## src/rtl/rx_ctrl.sv

```systemverilog
// Receive-path controller: sequences rxshift, validates start/parity/stop,
// buffers good bytes in a first-word-fall-through FIFO and keeps sticky error flags.
module rx_ctrl #(
  parameter int FIFO_DEPTH = 4,
  parameter int PARITY_ODD = 0,
  parameter int IDLE_BITS  = 2
) (
  input  logic                          i_Pclk,
  input  logic                          i_Reset,
  input  logic                          i_Bclk,
  input  logic                          i_Rx_Enable,
  input  logic                          i_Rx_Serial,
  output logic                          o_Shift_Enable,
  input  logic [10:0]                   i_Frame,
  input  logic                          i_Frame_Done,
  input  logic                          i_Rd,
  output logic [7:0]                    o_Rd_Data,
  output logic                          o_Empty,
  output logic                          o_Full,
  output logic [$clog2(FIFO_DEPTH):0]   o_Count,
  output logic                          o_Parity_Err,
  output logic                          o_Frame_Err,
  output logic                          o_Overrun,
  input  logic                          i_Clr_Err
);

  localparam int AW = $clog2(FIFO_DEPTH);
  localparam int CW = AW + 1;

  typedef enum logic [1:0] {S_IDLE, S_ARM, S_CHECK, S_RECOVER} state_t;

  state_t          state_reg, state_next;
  logic            bclk_reg, bclk_prev_reg;
  logic            done_reg, done_prev_reg;
  logic [10:0]     frame_reg;
  logic [3:0]      idle_cnt_reg;
  logic [7:0]      mem_reg [FIFO_DEPTH];
  logic [AW-1:0]   wr_ptr_reg, rd_ptr_reg;
  logic [CW-1:0]   count_reg;
  logic            parity_err_reg, frame_err_reg, overrun_reg;

  logic bclk_rise, done_rise;
  logic frame_bad, parity_bad, fifo_full, fifo_empty;
  logic in_check, set_frame, set_parity, set_overrun, push, pop;

  assign bclk_rise  = bclk_reg & ~bclk_prev_reg;
  assign done_rise  = done_reg & ~done_prev_reg;
  assign fifo_full  = (count_reg == CW'(FIFO_DEPTH));
  assign fifo_empty = (count_reg == '0);

  assign frame_bad  = frame_reg[0] | ~frame_reg[10];
  assign parity_bad = (^frame_reg[9:1]) != (PARITY_ODD != 0);
  assign in_check   = (state_reg == S_CHECK);

  assign set_frame   = in_check & frame_bad;
  assign set_parity  = in_check & ~frame_bad & parity_bad;
  // A read in the CHECK cycle frees a slot, so a full FIFO can still accept the byte.
  assign set_overrun = in_check & ~frame_bad & ~parity_bad & fifo_full & ~i_Rd;
  assign push        = in_check & ~frame_bad & ~parity_bad & (~fifo_full | i_Rd);
  assign pop         = i_Rd & ~fifo_empty;

  always_ff @(posedge i_Pclk or posedge i_Reset) begin
    if (i_Reset) state_reg <= S_IDLE;
    else         state_reg <= state_next;
  end

  always_comb begin
    state_next = state_reg;
    case (state_reg)
      S_IDLE:    if (i_Rx_Enable) state_next = S_ARM;
      S_ARM: begin
        if (!i_Rx_Enable)   state_next = S_IDLE;
        else if (done_rise) state_next = S_CHECK;
      end
      S_CHECK:   state_next = frame_bad ? S_RECOVER : S_IDLE;
      S_RECOVER: begin
        if (!i_Rx_Enable)                      state_next = S_IDLE;
        else if (idle_cnt_reg == 4'(IDLE_BITS)) state_next = S_IDLE;
      end
      default:   state_next = S_IDLE;
    endcase
  end

  always_comb begin
    o_Shift_Enable = 1'b0;
    if (state_reg == S_ARM) o_Shift_Enable = 1'b1;
  end

  always_ff @(posedge i_Pclk or posedge i_Reset) begin
    if (i_Reset) begin
      bclk_reg      <= 1'b0;
      bclk_prev_reg <= 1'b0;
      done_reg      <= 1'b0;
      done_prev_reg <= 1'b0;
      frame_reg     <= '0;
      idle_cnt_reg  <= '0;
    end else begin
      bclk_reg      <= i_Bclk;
      bclk_prev_reg <= bclk_reg;
      done_reg      <= i_Frame_Done;
      done_prev_reg <= done_reg;
      if (state_reg == S_ARM && done_rise) frame_reg <= i_Frame;
      // Idle counter restarts whenever the line is seen low during recovery.
      if (in_check) begin
        idle_cnt_reg <= '0;
      end else if (state_reg == S_RECOVER) begin
        if (!i_Rx_Serial)                         idle_cnt_reg <= '0;
        else if (bclk_rise && idle_cnt_reg != 4'hF) idle_cnt_reg <= idle_cnt_reg + 4'd1;
      end
    end
  end

  always_ff @(posedge i_Pclk or posedge i_Reset) begin
    if (i_Reset) begin
      for (int i = 0; i < FIFO_DEPTH; i++) mem_reg[i] <= 8'h00;
      wr_ptr_reg <= '0;
      rd_ptr_reg <= '0;
      count_reg  <= '0;
    end else begin
      if (push) begin
        mem_reg[wr_ptr_reg] <= frame_reg[8:1];
        wr_ptr_reg          <= wr_ptr_reg + 1'b1;
      end
      if (pop) rd_ptr_reg <= rd_ptr_reg + 1'b1;
      case ({push, pop})
        2'b10:   count_reg <= count_reg + 1'b1;
        2'b01:   count_reg <= count_reg - 1'b1;
        default: count_reg <= count_reg;
      endcase
    end
  end

  always_ff @(posedge i_Pclk or posedge i_Reset) begin
    if (i_Reset) begin
      parity_err_reg <= 1'b0;
      frame_err_reg  <= 1'b0;
      overrun_reg    <= 1'b0;
    end else begin
      parity_err_reg <= (parity_err_reg & ~i_Clr_Err) | set_parity;
      frame_err_reg  <= (frame_err_reg  & ~i_Clr_Err) | set_frame;
      overrun_reg    <= (overrun_reg    & ~i_Clr_Err) | set_overrun;
    end
  end

  assign o_Rd_Data    = mem_reg[rd_ptr_reg];
  assign o_Empty      = fifo_empty;
  assign o_Full       = fifo_full;
  assign o_Count      = count_reg;
  assign o_Parity_Err = parity_err_reg;
  assign o_Frame_Err  = frame_err_reg;
  assign o_Overrun    = overrun_reg;

endmodule

```

## config.mk

```make
export PLATFORM = sky130hd
export DESIGN_NAME = rx_ctrl
export DESIGN_NICKNAME = d
export VERILOG_FILES = /design/src/rtl/rx_ctrl.sv
export SDC_FILE = /design/constraint.sdc
export NUM_CORES = 1
export LEC_CHECK = 0
export CAP_MARGIN = 25
export CORE_MARGIN = 2
export CORE_UTILIZATION = 45
export CTS_BUF_LIST = sky130_fd_sc_hd__clkbuf_4
export DETAILED_ROUTE_END_ITERATION = 16
export PLACE_DENSITY = 0.66
export SYNTH_ARGS = -nofsm -noshare
export SYNTH_HDL_FRONTEND = slang
export SYNTH_SLANG_ARGS = --single-unit
```

## constraint.sdc

```tcl
create_clock -name i_Pclk -period 2.7 [get_ports i_Pclk]
set_input_delay 0.54 -clock i_Pclk [delete_from_list [all_inputs] [get_ports i_Pclk]]
set_output_delay 0.54 -clock i_Pclk [all_outputs]
set_load 0.005 [all_outputs]
```

==> impl_results.md <==
- Clk_skew: 12.0 ps
- Final cell count without fillers: 341
- Status: finished, final reports clean
- Fin crit share: 95.7%
- Starting density of the core: 46.9%
- Hold Path Class: in2async
- Sequential element share of the synthesized area: 52.3%
- Die width: 85.8 um
- Hold buffer count at cts: 0
- Starting DRT DRC Count: 99
- Largest net degree at the start of global routing: 32
- CTS Buf Count: 9
- Overall Power: 3.65 mW
- Most frequent cells in the layout: dfrtp_1 (62), mux2_2 (40), clkdlybuf4s50_1 (35)
- Height of the die: 85.8 um
- Ports: 36
- Layout Area Growth over Synthesis: 20.7%
- EDFF count, synth: 0
- Setup TNS: 0 ps
- First-pass GRT wire length: 9.20 mm
- Hold Slack: 367 ps
- Initial antenna violation count: 0
- Core Area: 6420 sq um
- Post-route minimum period: 2580 ps
- Syn avg cell area: 14.3 sq um
- Antenna Cells: 0
- Synth top area share: 52.3%
- Number of nets in the layout: 287
- Clock transition at path regs: 100 ps
- Worst-skew pair later-pin latency: 390 ps
- Routed Antenna Nets: 0
- Worst slew margin: 71.1%
- Root buf cell: clkbuf_4
- Mapped Nets: 237
- Number of failing hold endpoints at the final stage: 0
- Placement row count: 29
- Yosys cell types: 38
- RSZ-0062 raised after global routing: false
- Largest cells by area after synthesis: dfrtp_1 (52%), mux2_2 (15%), mux4_2 (6.0%)
- Overflow after GRT: 0
- Share of layout cells above drive strength 1: 30.7%
- Asr flop ratio synth: 100%
- Overall Global Routing Usage: 16.6%
- Postcts setup bufs: 0
- CP Data Arrival Time: 2040 ps
- DR vias/cell: 5.30
- Post-Syn Instances: 210
- Worst vdd ir: 684 uV
- Yosys reg bits: 63
- CP required: 2160 ps
- Via count: 1806
- Crit path kind: reg2out
- Total wire length: 5.41 mm
- # setup viols final: 0
- Synth area leader: dfrtp_1
- Most frequently used flop master after synthesis: dfrtp_1
- Die Area: 7370 sq um
- DR DRC count: 0
- Number of H-tree levels: 3
- CTS tree: built
- Gpl congestion: 0.748
- Drt wl/cell: 15.9 um
- Initial DRT Pass Iterations: 8
- Fillers: 522
- Commonest non-fill, non-tap cell in the layout: dfrtp_1
- Crit path max fanout: 6
- Syn Std Cell Area: 3010 sq um
- Path depth of the worst reg2reg path: 9
- Port Buffers: 35
- Post-DP HPWL: 3.79 mm
- Max-Cap Viols: 0
- Slew @ Worst Pin: 425 ps
- FMAX: 0.387 GHz
- Dpl cells: 326
- Sink Count: 63
- Leak: 1.64 nW
- Vias in the first global route: 1873
- Power per cell area: 1000 nW/um^2
- YS warnings: 0
- Clock buffer depth: 2
- Setup crit end kind: output pin
- Final slew viol count: 0
- Startpoint Class: register
- Largest register FFs: 32
[cells in the mapped netlist (2+ instances only)]
cell and count:
mux4_2 8, dfrtp_1 63, xor2_1 4, buf_1 2, a21oi_1 2, mux2_1 3
o2bb2ai_1 2, nor2b_1 5, and2_1 2, a211oi_1 2, nand4_1 8, nand2_1 6
mux2_2 40, nor2_1 5, nand2b_1 2, inv_1 9, nand3_1 3, mux2_4 2
clkbuf_1 3, ha_1 7, mux2i_4 4, nor3_1 2, xnor2_1 8, o21ai_0 4
[kinds of logic after synthesis]
| kind of cell | Yosys count | synth area share (%) |
|---|---|---|
| flip-flops | 63 | 52.3 |
| multiplexers | 58 | 26.4 |
| AND/OR/NAND/NOR | 38 | 7.10 |
| XOR/XNOR | 15 | 5.81 |
| buffers and inverters | 15 | 1.91 |
| AO/OA/AOI/OAI | 13 | 2.91 |
| adder cells (fa/ha/maj) | 8 | 3.57 |
[area by class of cell]
class	count	area (sq um)	area share [%]
clock buffer	10	75.1	2.06
clock inverter	5	50.0	1.38
inverter	9	33.8	0.929
multi-input combinational	132	1380	37.9
sequential	63	1580	43.4
tap	77	96.3	2.65
timing repair buffer	45	425	11.7
[repair_timing]
| action | in CTS | in global routing |
|---|---|---|
| endpoints found under the setup margin | 1 | 0 |
| endpoints found under the hold margin | 0 | 0 |
| gates resized for setup | 1 | 0 |
[critical path, cell delays in order, from the launching register on]
cell             delay, ps
dfrtp_2                450
buf_4                  210
mux4_2                 530
clkdlybuf4s50_1        460
[final timing paths]
kind / startpoint / endpoint / slack, ps
setup / recovery: rd_ptr_reg[0] / o_Rd_Data[6] / 120
hold / removal: i_Reset / bclk_prev_reg / 370
setup reg to reg: o_Count[0] / o_Count[2] / 230
hold reg to reg: done_reg / done_prev_reg / 390
max in group asynchronous: i_Reset / rd_ptr_reg[0] / 1670
min in group i_Pclk: done_reg / done_prev_reg / 390
[where the power goes]
group,internal (mW),switching [mW]
Combinational,0.923,0.641
Clock,0.281,0.319
Sequential,1.19,0.289
[per-stage QoR]
stage / utilization (%) / cell area (sq um) / worst slack, ps
2_1_floorplan: - / 3010 / 84.7
3_3_place_gp: 54.7 / 3510 / -181
3_5_place_dp: 54.7 / 3510 / -215
4_1_cts: 56.6 / 3640 / 73.3
5_1_grt: 56.6 / 3640 / 12.6
6_report: 56.6 / 3640 / 116
[routing by layer]
metal / share of wire (%) / vias up / track usage (%)
li1: - / 861 / -
met1: 46 / 907 / 21.8
met2: 48 / 31 / 26.3
met3: 4.0 / 7 / 5.58
met4: 1.5 / 0 / 5.19
met5: 0 / - / 0
Note: power is estimated with default switching activity, not from simulation.
